[src/rtl/beatmap_note_scheduler_if.sv]
// Byte-stream handshake into the note scheduler and the note event strobe out of it.
interface beatmap_note_scheduler_if;
    logic       byte_valid;
    logic [7:0] byte_data;
    logic       byte_ready;
    logic       note_valid;
    logic [3:0] note_lanes;

    modport master (
        output byte_valid,
        output byte_data,
        input  byte_ready,
        input  note_valid,
        input  note_lanes
    );

    modport slave (
        input  byte_valid,
        input  byte_data,
        output byte_ready,
        output note_valid,
        output note_lanes
    );
endinterface

[src/rtl/beatmap_note_scheduler.sv]
// Buffers beatmap bytes in a small FIFO and releases one note event per byte,
// aligned to a beat tick derived from clk.
module beatmap_note_scheduler #(
    parameter int TICK_DIV   = 50,
    parameter int FIFO_DEPTH = 8
) (
    input  logic                          clk,
    input  logic                          resetn,
    beatmap_note_scheduler_if.slave       bus,
    input  logic                          start,
    input  logic                          pause,
    output logic [$clog2(FIFO_DEPTH):0]   fifo_count,
    output logic                          underrun,
    output logic                          done
);

    localparam int AW = $clog2(FIFO_DEPTH);
    localparam int CW = (TICK_DIV > 2) ? $clog2(TICK_DIV) : 1;

    typedef logic [AW:0]   count_t;
    typedef logic [AW-1:0] ptr_t;

    typedef enum logic [2:0] {
        S_IDLE,
        S_LOAD,
        S_WAIT,
        S_EMIT,
        S_DONE
    } state_t;

    state_t        state_q, state_d;
    logic [7:0]    mem [FIFO_DEPTH];
    ptr_t          wr_ptr, rd_ptr;
    logic [CW-1:0] tick_cnt;
    logic [3:0]    wait_cnt;
    logic [3:0]    mask;

    logic       push, pop, fifo_empty, head_is_end;
    logic       active, running, tick, restart, fire;
    logic [7:0] head;

    assign bus.byte_ready = (fifo_count != count_t'(FIFO_DEPTH));
    assign push        = bus.byte_valid && bus.byte_ready;
    assign fifo_empty  = (fifo_count == '0);
    assign head        = mem[rd_ptr];
    assign head_is_end = (head == 8'h00);

    assign active  = (state_q == S_LOAD) || (state_q == S_WAIT) || (state_q == S_EMIT);
    assign running = active && !pause;
    assign tick    = running && (tick_cnt == CW'(TICK_DIV - 1));
    assign restart = start && ((state_q == S_IDLE) || (state_q == S_DONE));
    assign fire    = (state_q == S_WAIT) && tick && (wait_cnt == 4'd0);

    // NOTE: every output of this block gets a default first, so no path can infer a latch.
    always_comb begin
        state_d = state_q;
        pop     = 1'b0;
        unique case (state_q)
            S_IDLE: if (start) state_d = S_LOAD;
            S_LOAD: begin
                if (!fifo_empty) begin
                    pop     = 1'b1;
                    state_d = head_is_end ? S_DONE : S_WAIT;
                end
            end
            S_WAIT: if (fire) state_d = S_EMIT;
            S_EMIT: state_d = S_LOAD;
            S_DONE: if (start) state_d = S_LOAD;
            default: state_d = S_IDLE;
        endcase
    end

    // NOTE: the byte storage has no reset; emptiness is tracked by the pointers and count alone.
    always_ff @(posedge clk) begin
        if (push) mem[wr_ptr] <= bus.byte_data;
    end

    // NOTE: sequential state uses non-blocking assignments so every flop samples pre-edge values.
    always_ff @(posedge clk or negedge resetn) begin
        if (!resetn) begin
            state_q        <= S_IDLE;
            wr_ptr         <= '0;
            rd_ptr         <= '0;
            fifo_count     <= '0;
            tick_cnt       <= '0;
            wait_cnt       <= '0;
            mask           <= '0;
            underrun       <= 1'b0;
            done           <= 1'b0;
            bus.note_valid <= 1'b0;
            bus.note_lanes <= '0;
        end else begin
            state_q    <= state_d;
            fifo_count <= fifo_count + count_t'(push) - count_t'(pop);
            if (push) wr_ptr <= wr_ptr + ptr_t'(1);
            if (pop)  rd_ptr <= rd_ptr + ptr_t'(1);

            // Counter only runs while a map is playing; IDLE/DONE hold it at zero so a
            // restart always begins a fresh tick period.
            if (!active) begin
                tick_cnt <= '0;
            end else if (running) begin
                tick_cnt <= tick ? '0 : tick_cnt + CW'(1);
            end

            if (pop && !head_is_end) begin
                wait_cnt <= head[7:4];
                mask     <= head[3:0];
            end else if ((state_q == S_WAIT) && tick && (wait_cnt != 4'd0)) begin
                wait_cnt <= wait_cnt - 4'd1;
            end

            if (restart) begin
                underrun <= 1'b0;
            end else if ((state_q == S_LOAD) && fifo_empty) begin
                underrun <= 1'b1;
            end

            if (restart) begin
                done <= 1'b0;
            end else if (pop && head_is_end) begin
                done <= 1'b1;
            end

            bus.note_valid <= fire;
            bus.note_lanes <= fire ? mask : 4'd0;
        end
    end

endmodule
[src/flat_wrapper.sv]
// flat-port wrapper written by rule: the top's interface ports become plain ports
module beatmap_note_scheduler_flat 
#(
    parameter int TICK_DIV   = 50,
    parameter int FIFO_DEPTH = 8
)
  (clk, resetn, start, pause, fifo_count, underrun, done, bus_byte_valid, bus_byte_data, bus_byte_ready, bus_note_valid, bus_note_lanes);
  beatmap_note_scheduler_if bus_i ();
  input  logic clk;
  input  logic resetn;
  input  logic start;
  input  logic pause;
  output logic [$clog2(FIFO_DEPTH):0] fifo_count;
  output logic underrun;
  output logic done;
  input wire logic [$bits(bus_i.byte_valid)-1:0] bus_byte_valid;
  input wire logic [$bits(bus_i.byte_data)-1:0] bus_byte_data;
  output wire logic [$bits(bus_i.byte_ready)-1:0] bus_byte_ready;
  output wire logic [$bits(bus_i.note_valid)-1:0] bus_note_valid;
  output wire logic [$bits(bus_i.note_lanes)-1:0] bus_note_lanes;
  assign bus_i.byte_valid = bus_byte_valid;
  assign bus_i.byte_data = bus_byte_data;
  assign bus_byte_ready = bus_i.byte_ready;
  assign bus_note_valid = bus_i.note_valid;
  assign bus_note_lanes = bus_i.note_lanes;
  beatmap_note_scheduler #(.TICK_DIV(TICK_DIV), .FIFO_DEPTH(FIFO_DEPTH)) u_core (.clk(clk), .resetn(resetn), .bus(bus_i), .start(start), .pause(pause), .fifo_count(fifo_count), .underrun(underrun), .done(done));
endmodule
[config.mk]
export PLATFORM = sky130hd
export DESIGN_NAME = beatmap_note_scheduler_flat
export DESIGN_NICKNAME = d
export VERILOG_FILES = /design/src/rtl/beatmap_note_scheduler_if.sv /design/src/rtl/beatmap_note_scheduler.sv /design/src/flat_wrapper.sv
export SDC_FILE = /design/constraint.sdc
export NUM_CORES = 1
export LEC_CHECK = 0
export ABC_AREA = 1
export CORE_MARGIN = 8
export CORE_UTILIZATION = 59
export DETAILED_ROUTE_END_ITERATION = 7
export PLACE_DENSITY = 0.88
export SYNTH_ARGS = -nofsm -noshare
export SYNTH_HDL_FRONTEND = slang
export SYNTH_SLANG_ARGS = --single-unit
[constraint.sdc]
create_clock -name clk -period 2.6 [get_ports clk]
set_clock_uncertainty 0.1 [all_clocks]
set_input_delay 0.52 -clock clk [delete_from_list [all_inputs] [get_ports clk]]
set_output_delay 0.52 -clock clk [all_outputs]
set_load 0.03 [all_outputs]
==> results of run 1 <==
==> registers in the layout (all words and copies together) (netlist names) <==
name	flops
u_core.bus.note_lanes	4
u_core.bus.note_valid	1
u_core.done	1
u_core.fifo_count	4
u_core.mask	4
u_core.mem	64
u_core.rd_ptr	3
u_core.state_q	3
u_core.tick_cnt	6
u_core.underrun	1
u_core.wait_cnt	4
u_core.wr_ptr	3
==> worst min-delay path by stage <==
stage	start	cells after the start	endpoint	slack, ns
5_1_grt	u_core.mask[0]	2	u_core.bus.note_lanes[0]	0.43
3_3_place_gp	u_core.mask[3]	2	u_core.mask[3]	0.37
4_1_cts	u_core.mask[3]	2	u_core.mask[3]	0.40
6_report	u_core.mask[3]	2	u_core.mask[3]	0.39
3_5_place_dp	u_core.mask[3]	2	u_core.mask[3]	0.37
2_1_floorplan	resetn	0	u_core.bus.note_lanes[0]	0.12
==> layout make-up <==
class,instances,area [sq um],area share [%]
clock buffer,9,124,2.46
inverter,75,284,5.63
tap,102,128,2.53
sequential,98,2770,55.0
clock inverter,7,58.8,1.17
timing repair buffer,37,338,6.70
multi-input combinational,270,1340,26.5
==> placed cells by master (no fill, tap or decap) <==
cell,count
sky130_fd_sc_hd__a21oi_1,4
sky130_fd_sc_hd__a31oi_1,1
sky130_fd_sc_hd__buf_4,13
sky130_fd_sc_hd__clkbuf_8,9
sky130_fd_sc_hd__clkdlybuf4s50_1,24
sky130_fd_sc_hd__clkinv_1,1
sky130_fd_sc_hd__clkinv_2,1
sky130_fd_sc_hd__clkinv_4,1
sky130_fd_sc_hd__clkinvlp_4,1
sky130_fd_sc_hd__dfrtp_1,34
sky130_fd_sc_hd__edfxtp_1,64
sky130_fd_sc_hd__fa_1,1
sky130_fd_sc_hd__ha_1,12
sky130_fd_sc_hd__inv_1,72
sky130_fd_sc_hd__inv_2,1
sky130_fd_sc_hd__inv_4,1
sky130_fd_sc_hd__inv_6,3
sky130_fd_sc_hd__inv_8,1
sky130_fd_sc_hd__nand2_1,137
sky130_fd_sc_hd__nand2_4,2
sky130_fd_sc_hd__nand3_1,50
sky130_fd_sc_hd__nand4_1,2
sky130_fd_sc_hd__nor2_1,27
sky130_fd_sc_hd__nor2_2,1
sky130_fd_sc_hd__nor2_4,2
sky130_fd_sc_hd__nor3_1,3
sky130_fd_sc_hd__nor3_2,1
sky130_fd_sc_hd__o21ai_0,5
sky130_fd_sc_hd__o21ai_1,3
sky130_fd_sc_hd__o22ai_1,5
sky130_fd_sc_hd__o32ai_1,1
sky130_fd_sc_hd__or2_2,3
sky130_fd_sc_hd__xnor2_1,3
sky130_fd_sc_hd__xor2_1,7
==> per-layer routing <==
| layer | vias to the layer above | wire (um) | track usage, % |
|---|---|---|---|
| li1 | 1522 | - | - |
| met1 | 1480 | 3600 | 20.9 |
| met2 | 112 | 4260 | 30.0 |
| met3 | 23 | 524 | 4.82 |
| met4 | 0 | 225 | 7.12 |
| met5 | - | 0 | 0 |
==> power breakdown <==
part / internal, mW / switching, mW
sequential: 2.02 / 0.213
clock: 0.365 / 0.552
combinational: 0.778 / 1.44
==> worst max-delay path, stage by stage, from the launching register on <==
cell and delay, ns:
sky130_fd_sc_hd__dfrtp_1 0.36, sky130_fd_sc_hd__inv_1 0.08, sky130_fd_sc_hd__ha_1 0.20, sky130_fd_sc_hd__nand3_1 0.10, sky130_fd_sc_hd__clkdlybuf4s50_1 0.68
==> logic make-up (layout without fill, tap and decap cells) <==
kind of cell	after synthesis	in the layout	share of synthesized area, %
and+or+nand+nor	228	228	21.6
xor gates and xnor gates	10	10	1.95
DFF	98	98	61.6
AOI/OAI and AO/OA	19	19	2.36
adders and majority gates	13	13	3.78
buffers and inverters	87	128	8.62
==> stage by stage <==
stage | area (sq um) | hold slack [ns] | util (%)
6_report | 5040 | 0.394 | 66.6
5_1_grt | 5040 | 0.431 | 66.6
4_1_cts | 5040 | 0.395 | 66.6
3_5_place_dp | 4860 | 0.374 | 64.2
3_3_place_gp | 4860 | 0.374 | 64.2
2_1_floorplan | 4500 | 0.124 | -
==> results_tabular.tex, run 1 <==
\begin{tabular}{lr}
\hline
Metric & Value \\
\hline
\multicolumn{2}{l}{\textbf{Clock network}} \\
Clock edge transition at the registers on the reported setup and hold paths & about 0.1 ns \\
Post-CTS resize count & 0 \\
Max Root-Sink Buffers & 2 \\
CTS Root Buffer Type & sky130\_fd\_sc\_hd\_\_clkbuf\_8 \\
Cts-stage hold buffer count & 0 \\
Sinks on Clock Net & $\sim$100 \\
Inserted Clock Buffers & 9 \\
H-tree levels & 3 \\
CTS tree & built \\
Number of post-CTS setup repair buffers & 0 \\
Source-to-sink clock delay at the later pin of the worst-skew pair & between 0.3 and 0.4 ns \\
\multicolumn{2}{l}{\textbf{Finish}} \\
Fraction of final layout cells with drive strength greater than 1 & approximately 8.1\% \\
Final antenna diode count & 0 \\
Fill cell total of the finished layout & 552 \\
Growth of design area from synthesis to finish & 12.1\% \\
Post-layout instance count excluding filler cells & approximately 600 \\
Total Nets Final & 517 \\
\multicolumn{2}{l}{\textbf{Floorplan}} \\
Core region area & around 7600 sq um \\
Die X-Extent & approximately 100 um \\
Die span in y & 103 um \\
Die area & around 11000 sq um \\
Initial Utilization & 59.4\% \\
Boundary pin count & 25 \\
Number of rows created at floorplan & 32 \\
\multicolumn{2}{l}{\textbf{Logic synthesis}} \\
Leading cell type by number of instances after synthesis & sky130\_fd\_sc\_hd\_\_nand2\_1 \\
EDFF count, synth & between 60 and 70 \\
Dominant cells by area after synthesis & sky130\_fd\_sc\_hd\_\_edfxtp\_1, sky130\_fd\_sc\_hd\_\_dfrtp\_1, sky130\_fd\_sc\_hd\_\_nand2\_1 \\
Register area share after synthesis & 61.6\% \\
Count of cell types in the netlist & 29 \\
Number of synthesized register bits & 98 \\
Async set-or-reset flop fraction in the synthesized netlist & 34.7\% \\
Biggest area consumer among synthesized cells & sky130\_fd\_sc\_hd\_\_edfxtp\_1 \\
Most instantiated cells after synthesis & sky130\_fd\_sc\_hd\_\_nand2\_1, sky130\_fd\_sc\_hd\_\_inv\_1, sky130\_fd\_sc\_hd\_\_edfxtp\_1 \\
Synth Net Count & between 400 and 500 \\
Warnings, synthesis & 0 \\
Per-instance average area after synthesis & roughly 9.9 sq um \\
Post-Syn Area & 4500 sq um \\
Most used DFF post-synth & sky130\_fd\_sc\_hd\_\_edfxtp\_1 \\
Share of the synthesized area in the top cell type & approximately 43\% \\
Cells after synthesis & 455 \\
\multicolumn{2}{l}{\textbf{Critical path}} \\
R2r startpoint & u\_core.fifo\_count[2] \\
R2r endpoint & u\_core.fifo\_count[2] \\
Number of cells traversed by the worst register-to-register path & 11 \\
Startpoint type of the worst setup path & flop \\
Arrival time of data at the critical path endpoint & $\sim$1.8 ns \\
CP required & 1.98 ns \\
Largest fanout on the critical path & 3 \\
Worst setup path endpoint & bus\_byte\_ready \\
CP Class & reg2out \\
R2R setup slack & $\sim$0.40 ns \\
Critical Path Sink Type & primary output \\
CP Launch Point & u\_core.fifo\_count[2] \\
\multicolumn{2}{l}{\textbf{Flow run}} \\
Max capacitance violation total & 0 \\
\multicolumn{2}{l}{\textbf{Route}} \\
Length of the first detailed-routing pass in iterations & 5 \\
Average wire per standard cell & 14.4 um \\
Routed via count & 3137 \\
Residual DRC & 0 \\
DRT Wirelength & roughly 8.6 mm \\
Via density per instance & roughly 5.2 \\
Number of DRC violations after detailed-routing iteration 0 & approximately 320 \\
Count of antenna-violating nets left after detailed routing & 0 \\
\multicolumn{2}{l}{\textbf{Place}} \\
Pre-CTS worst setup slack & around 0.37 ns \\
Number of instances in the placed design & 582 \\
Number of buffers added on ports & 24 \\
Detailed-placement wirelength estimate & just over 6 mm \\
Routability congestion estimate from global placement & between 0.8 and 0.9 \\
\multicolumn{2}{l}{\textbf{GRT}} \\
Pin count of the biggest net entering global routing & 35 \\
Wire length of the first global-routing pass & about 14 mm \\
Total gr overflow & 0 \\
All-layer global routing usage & 17.7\% \\
Number of antenna violations at the first check in global routing & 0 \\
Vias in the first global route & between 3000 and 4000 \\
\multicolumn{2}{l}{\textbf{Power and ir drop}} \\
Worst IR drop on VDD & just over 0.0005 V \\
Total power consumption of the routed design & 5.36 mW \\
Areal power density over the cells & between 1000 and 1500 nW/um\^{}2 \\
Pleak & about 2.3 nW \\
\multicolumn{2}{l}{\textbf{Hold path}} \\
Class of the worst hold path & reg2reg \\
\multicolumn{2}{l}{\textbf{Timing}} \\
Period utilisation layout & between 90\% and 100\% \\
Fin worst setup slack & 0.199 ns \\
Slew Viols, Final & 0 \\
Fin Setup TNS & 0 ns \\
Unrepaired setup endpoints after global routing & false \\
Total of endpoints with negative setup slack in the final report & 0 \\
Maximum clock frequency & 416 MHz \\
Total count of hold-check failures in the final report & 0 \\
Actual transition at the worst max-transition pin & around 0.44 ns \\
Worst-case headroom to the max-slew limit & between 70 and 80\% \\
Shortest period the worst path allows & 2.40 ns \\
\multicolumn{2}{l}{\textbf{Run status}} \\
Run status & finished, final reports clean \\
\hline
\end{tabular}
Power figures use the tool's default switching activity.
==> run 2, diff against run 1 <==
--- a/config.mk
+++ b/config.mk
@@ -6,9 +6,11 @@
 export NUM_CORES = 1
 export LEC_CHECK = 0
 export ABC_AREA = 1
+export CAP_MARGIN = 40
 export CORE_MARGIN = 8
 export CORE_UTILIZATION = 59
 export DETAILED_ROUTE_END_ITERATION = 7
+export GPL_ROUTABILITY_DRIVEN = 1
 export PLACE_DENSITY = 0.88
 export SYNTH_ARGS = -nofsm -noshare
 export SYNTH_HDL_FRONTEND = slang
==> results of run 2 <==
Final layout, timing and power as in run 1 (identical DEF).
